--- src/rtl/branch_redirect_unit.sv ---
// Execute-stage control-transfer resolver. It compares the resolved next PC with the
// fetch prediction and holds a one-entry redirect toward fetch until fetch accepts it.
module branch_redirect_unit #(
  parameter int XLEN       = 32,
  parameter int INST_BYTES = 4,
  parameter int CNT_W      = 16
) (
  input  logic             clk,
  input  logic             rst,
  input  logic             ex_valid,
  input  logic [1:0]       ex_kind,
  input  logic [XLEN-1:0]  ex_op1,
  input  logic [XLEN-1:0]  ex_op2,
  input  logic [XLEN-1:0]  ex_pc,
  input  logic             ex_taken,
  input  logic [XLEN-1:0]  ex_pred_pc,
  input  logic             flush,
  input  logic             redir_ready,
  output logic             redir_valid,
  output logic [XLEN-1:0]  redir_pc,
  output logic             ex_stall,
  output logic [XLEN-1:0]  last_target,
  output logic [CNT_W-1:0] branch_cnt,
  output logic [CNT_W-1:0] mispred_cnt
);

  typedef enum logic {IDLE, PENDING} state_t;

  state_t          state, state_nxt;
  logic [XLEN-1:0] sum, target;
  logic            is_cf, mispredict, accept;

  always_comb begin
    sum    = ex_op1 + ex_op2;
    target = '0;
    case (ex_kind)
      2'b01:   target = ex_taken ? sum : ex_pc + XLEN'(INST_BYTES);
      2'b10:   target = sum;
      2'b11:   target = {sum[XLEN-1:1], 1'b0};
      default: target = '0;
    endcase
  end

  assign is_cf      = (ex_kind != 2'b00);
  assign mispredict = is_cf && (target != ex_pred_pc);
  assign accept     = ex_valid & ~ex_stall & ~flush;

  assign redir_valid = (state == PENDING);
  assign ex_stall    = (state == PENDING);

  always_comb begin
    state_nxt = state;
    case (state)
      IDLE:    if (accept && mispredict)    state_nxt = PENDING;
      PENDING: if (flush || redir_ready)    state_nxt = IDLE;
      default: state_nxt = IDLE;
    endcase
  end

  always_ff @(posedge clk or posedge rst) begin
    if (rst) state <= IDLE;
    else     state <= state_nxt;
  end

  // accept is already false while PENDING, so redir_pc stays frozen during the handshake
  always_ff @(posedge clk or posedge rst) begin
    if (rst) begin
      redir_pc    <= '0;
      last_target <= '0;
      branch_cnt  <= '0;
      mispred_cnt <= '0;
    end else if (accept && is_cf) begin
      last_target <= target;
      if (branch_cnt != '1) branch_cnt <= branch_cnt + CNT_W'(1);
      if (mispredict) begin
        redir_pc <= target;
        if (mispred_cnt != '1) mispred_cnt <= mispred_cnt + CNT_W'(1);
      end
    end
  end

endmodule

--- config.mk ---
export PLATFORM = sky130hd
export DESIGN_NAME = branch_redirect_unit
export DESIGN_NICKNAME = d
export VERILOG_FILES = /design/src/rtl/branch_redirect_unit.sv
export SDC_FILE = /design/constraint.sdc
export NUM_CORES = 1
export LEC_CHECK = 0
export CAP_MARGIN = 0
export CELL_PAD_IN_SITES_DETAIL_PLACEMENT = 0
export CELL_PAD_IN_SITES_GLOBAL_PLACEMENT = 2
export CORE_MARGIN = 3
export CORE_UTILIZATION = 26
export CTS_BUF_LIST = sky130_fd_sc_hd__clkbuf_4
export DETAILED_ROUTE_END_ITERATION = 10
export PLACE_DENSITY_LB_ADDON = 0.05
export SLEW_MARGIN = 0
export SYNTH_ARGS = -nofsm -noshare
export SYNTH_HDL_FRONTEND = slang
export SYNTH_SLANG_ARGS = --single-unit
--- constraint.sdc ---
create_clock -name clk -period 3.95 [get_ports clk]
set_clock_uncertainty 0.1 [all_clocks]
set_input_delay 0.395 -clock clk [delete_from_list [all_inputs] [get_ports clk]]
set_output_delay 0.395 -clock clk [all_outputs]
set_load 0.05 [all_outputs]
# Yosys cells after proc, flatten, opt, wreduce, memory -nomap -nowiden
# Index checks and enable logic that the tools add are counted.
# Widths: inputs -> output; s select.
dict set report word_totals {
  regBits 97
  out_inout_bits 98
  word_cells 32
}
dict set report op_classes {
  reduce_logical 8
  bitwise 4
  n_eq_ne 6
  addsub 4
  n_mux 5
}
# cell n
set op_table {}
lappend op_table {{$pmux 32 s3} 1}
lappend op_table {{$add 16x1->16 const B} 2}
lappend op_table {{$add 32x3->32 const B} 1}
lappend op_table {{$add 32x32->32} 1}
lappend op_table {{$mux 32} 1}
lappend op_table {{$ne 16x16->1 const B} 2}
lappend op_table {{$ne 32x32->1} 1}
lappend op_table {{$eq 2x2->1 const B} 2}
lappend op_table {{$reduce_and 2->1} 2}
lappend op_table {{$logic_and 1x1->1} 3}
lappend op_table {{$reduce_and 3->1} 1}
lappend op_table {{$and 1x1->1} 2}
lappend op_table {{$eq 2x1->1 const B} 1}
lappend op_table {{$mux 1} 2}
lappend op_table {{$not 1->1} 2}
lappend op_table {{$pmux 1 s2} 1}
lappend op_table {{$reduce_bool 2->1} 1}
lappend op_table {{$logic_or 1x1->1} 1}

# Logic depth before layout (Yosys ltp)
dict set report logic_depth {
  ltp_word 8
  depth_mapped 18
  ltp_nobuf 16
}

# Least setup slack after synthesis
# No wires, ideal clock.
dict set report synth_path {
  path_kind {input port to flip-flop}
  start {in ex_op1[0]}
  end {reg redir_pc[23]}
  setup_time_ps 125
  setup_slack_ps -393
  path_stages 17
  arrival_ps 4118
  cell_sequence {ha_1 inv_1 fa_1 nand2b_1 a211o_1 a21boi_1 o31ai_1 a2111oi_2 nand2b_1 mux2i_1 a2111oi_0 nand4_1 or4_1 o21a_1 buf_6 buf_6 mux2_4}
}
dict set report synth_via {
  elab_chain_cells 6
}
# item line_no
set synth_lines {}
lappend synth_lines {{from (decl)} 12} ;# input logic [XLEN-1:0] ex_op1,
lappend synth_lines {{$add 32x32->32 *} 34} ;# sum = ex_op1 + ex_op2;
lappend synth_lines {{$mux 32} 37} ;# 2'b01: target = ex_taken ? sum : ex_pc + XLEN'(INST_BYTES);
lappend synth_lines {{$pmux 32 s3 *} 36} ;# case (ex_kind)
lappend synth_lines {{$ne 32x32->1} 45} ;# assign mispredict = is_cf && (target != ex_pred_pc);
lappend synth_lines {{$logic_and 1x1->1} 45}
lappend synth_lines {{$reduce_and 2->1 (no line)} -}
lappend synth_lines {{to (signal assigned)} 76} ;# redir_pc <= target;
lappend synth_lines {{to (decl)} 20} ;# output logic [XLEN-1:0] redir_pc,
# Every way passes the cells marked *; elsewhere a longest branch is shown, timed or not.
# A chain may end at the register's enable or synchronous reset.

# Worst setup path after layout
dict set report layout_path {
  start {in ex_op1[0]}
  end {reg redir_pc[0]}
}
# Same word-level chain as after synthesis.

==> qor.csv <==
metric,value,unit
RSZ-0062 raised after global routing,yes,
Post-Place Worst Slack,-1180,ps
status,"finished, violations left",
Buf/Inv on CP,4,
"Seq/Total Area, Yosys",32.4,%
Bufs on Longest Clock Path,2,
fin crit share,100,%
Post-DP HPWL,25.3,mm
Syn Inst Count,877,
syn_nets,1048,
global-route wire length before repair,48.4,mm
worst slew pin tran,840,ps
Routed Antenna Nets,0,
Starting Density,26.7,%
CP top delay family,compound AO/OA/AOI/OAI gates,
Initial DRT Pass Iterations,5,
full die area,0.0309,mm^2
total number of yosys warnings,0,
share of layout cells above drive strength 1,34.2,%
WL met3,1.85,mm
layout net count,1521,
r2r worst-path depth,8,
post-synth top area share,32.4,%
I/O Pins,234,
crit path DAT,4200,ps
initial antenna violation count,4,
most frequent cells in the layout,"buf_4, clkdlybuf4s50_1, dfrtp_1, nand2_1, nor2_1",
"Data required, critical path",4190,ps
final setup vio count,3,
crit path cell chain,buf_6 -> ha_4 -> inv_2 -> fa_2 -> nand2b_4 -> a211o_4 -> buf_6 -> a21oi_4 -> nor4_4 -> o31ai_4 -> xnor2_2 -> nand2_1 -> a2111oi_2 -> nand4_1 -> or4_4 -> o21a_4 -> buf_12 -> mux2_4,
#FFs+latches synth,97,
gr ovfl total,0,
simple-gate share of the synthesized area,23.1,%
Area contributors post-synth,"dfrtp_1, xnor2_1, ha_1",
Yosys top cell by area,dfrtp_1,
DR WL/cell,18.1,um
"Reg clk slew, reported paths",160,ps
main combinational cell family by area after synthesis,simple AND/OR/NAND/NOR gates,
Hold Fails Final Rpt,0,
Root Driver,clkbuf_4,
Most Frequent Cell on Critical Path,buf_6,
Worst-Skew Late Latency,440,ps
reg-to-reg endpoint,mispred_cnt[3]$_DFFE_PP0P_,
VDD IR-drop max,422,uV
crit-path max cell delay,470,ps
Psw,2230,uW
synthesized area,0.00749,mm^2
final wirelength,31.5,mm
DR vias/cell,4.85,
top routing layer used,met5,
number of synthesized flops with an enable pin,0,
Die Y-Extent,176,um
TritonCTS Buffers,9,
Syn Area/Cell,8.54,um^2
clock network fraction of design power,11.3,%
H-tree depth,3,
power per cell area,369,mW/mm^2
Internal,2680,uW
Post-Route M1 WL,14.5,mm
max_slew headroom,43.5,%
CTS tree,built,
starting DRC count in detailed routing,391,
Post-synth ARST share,100,%
max cap viols,0,
crit path capture type,flop,
core region area,0.0281,mm^2
crit-path max FO,5,
largest net degree at the start of global routing,52,
WS Path Type,in -> reg,
port bufs,233,
GPL Wtd Cong,0.828,
failing checks,setup timing,
Area growth syn-to-layout,77.7,%
fmax,253,MHz
"most common cell after layout, fill and taps aside",buf_4,
clk sinks,97,
Post-synth top flop,dfrtp_1,
DRC viols,0,
setup TNS,-17.2,ps
Crit Reg-Reg Startpoint,mispred_cnt[3]$_DFFE_PP0P_,
via count,8421,
number of global-route vias before repair,8517,
sequential share of power,28.8,%
Combinational Power Share,59.8,%
Worst setup SP type,primary input,
HP Class,in -> async,
"slowest stage cell, crit path",or4_4,
Post-Synth XOR/XNOR Area,11.1,%
Sw Ratio,45.5,%
setup ws final,-8.76,ps
post-synth cell types,74,
post-synthesis mux area share,5.50,%
Tmin final,3960,ps
area fraction in compound gates after synthesis,18.6,%
die width,176,um
area share of fa/ha/maj cells after synthesis,5.95,%
row count,61,
global-route usage over all layers,20.0,%
Max Slew Vio Count,0,
Leakage,0.00571,uW
met2 wire len,14.8,mm
r2r setup slk,1370,ps
[power groups by stage]
stage	registers, uW	logic [uW]	clock network [uW]
4_1_cts	1410	2880	578
5_1_grt	1450	3120	629
3_3_place_gp	1430	2740	0
6_report	1410	2940	557
2_1_floorplan	2180	739	0
3_5_place_dp	1420	2750	0
[per-stage QoR]
step / hold slack [ps] / total power, uW / utilization [%] / area [um^2] / std cells
after detailed placement: 366 / 4170 / 42.9 / 12100 / 1697
final: 276 / 4910 / 47.4 / 13300 / 1735
after CTS: 273 / 4870 / 46.0 / 12900 / 1733
after floorplan: 449 / 2920 / - / 7540 / 877
after global placement: 363 / 4170 / 42.9 / 12100 / 1697
after global routing: 296 / 5190 / 47.4 / 13300 / 1735
[cell families after synthesis]
logic type / count (synthesis)
AO/OA/AOI/OAI: 210
AND/OR/NAND/NOR: 350
buffers and inverters: 55
adder cells (fa/ha/maj): 35
XOR/XNOR: 95
flip-flops: 97
multiplexers: 35
[worst max path at each step]
stage                         start                         end  slack [ps]  cells after the start
after floorplan           ex_op1[0]    redir_pc[23]$_DFFE_PP0P_        -160                     17
after global placement    ex_op1[1]  mispred_cnt[3]$_DFFE_PP0P_       -1140                     19
after detailed placement  ex_op1[0]     redir_pc[0]$_DFFE_PP0P_       -1180                     17
after CTS                 ex_op2[0]     redir_pc[8]$_DFFE_PP0P_        -230                     21
after global routing      ex_op1[0]    redir_pc[22]$_DFFE_PP0P_        -140                     20
final                     ex_op1[0]     redir_pc[0]$_DFFE_PP0P_          -9                     18
[routing by layer]
| metal | up-vias | GRT usage, % |
|---|---|---|
| li1 | 4142 | - |
| met1 | 4038 | 27.5 |
| met2 | 212 | 33.2 |
| met3 | 25 | 4.04 |
| met4 | 4 | 2.64 |
| met5 | - | 0 |
[synth_stat cells (6+ instances only)]
cell type and count:
nand2_1 101, dfrtp_1 97, nor2_1 88, a21oi_1 54
xnor2_1 54, o21ai_0 47, xor2_1 41, nand4_1 36
ha_1 34, nand3_1 29, clkbuf_1 26, and3_1 23
mux2_2 19, nor3_1 15, inv_1 13, o31ai_1 11
buf_2 10, o21a_1 9, and2_1 8, a21o_1 7
a31oi_1 7, mux2_4 7, mux2i_1 7, nor4_1 7
and4_1 6, o211ai_1 6, or3_1 6
[registers in the layout, summed over array words and instances (netlist names)]
signal / count
last_target: 32
redir_pc: 32
branch_cnt: 16
mispred_cnt: 16
ex_stall: 1
[cell type report]
cell class,instances,area (um^2)
Tap cell,378,473
Antenna cell,2,5.00
Inverter,13,51.3
Clock buffer,11,82.6
Fill cell,2863,14800
Sequential cell,97,2430
Timing Repair Buffer,504,4490
Clock inverter,5,62.6
Multi-Input combinational cell,725,5720
[timing repair]
action	in CTS	in global routing
pin swaps	49	47
hold buffers	0	0
cloned	4	0
gates resized for setup	139	110
buffers inserted	16	6
setup endpoints to repair	49	49
No activity file was read; power rests on OpenSTA's default activity.
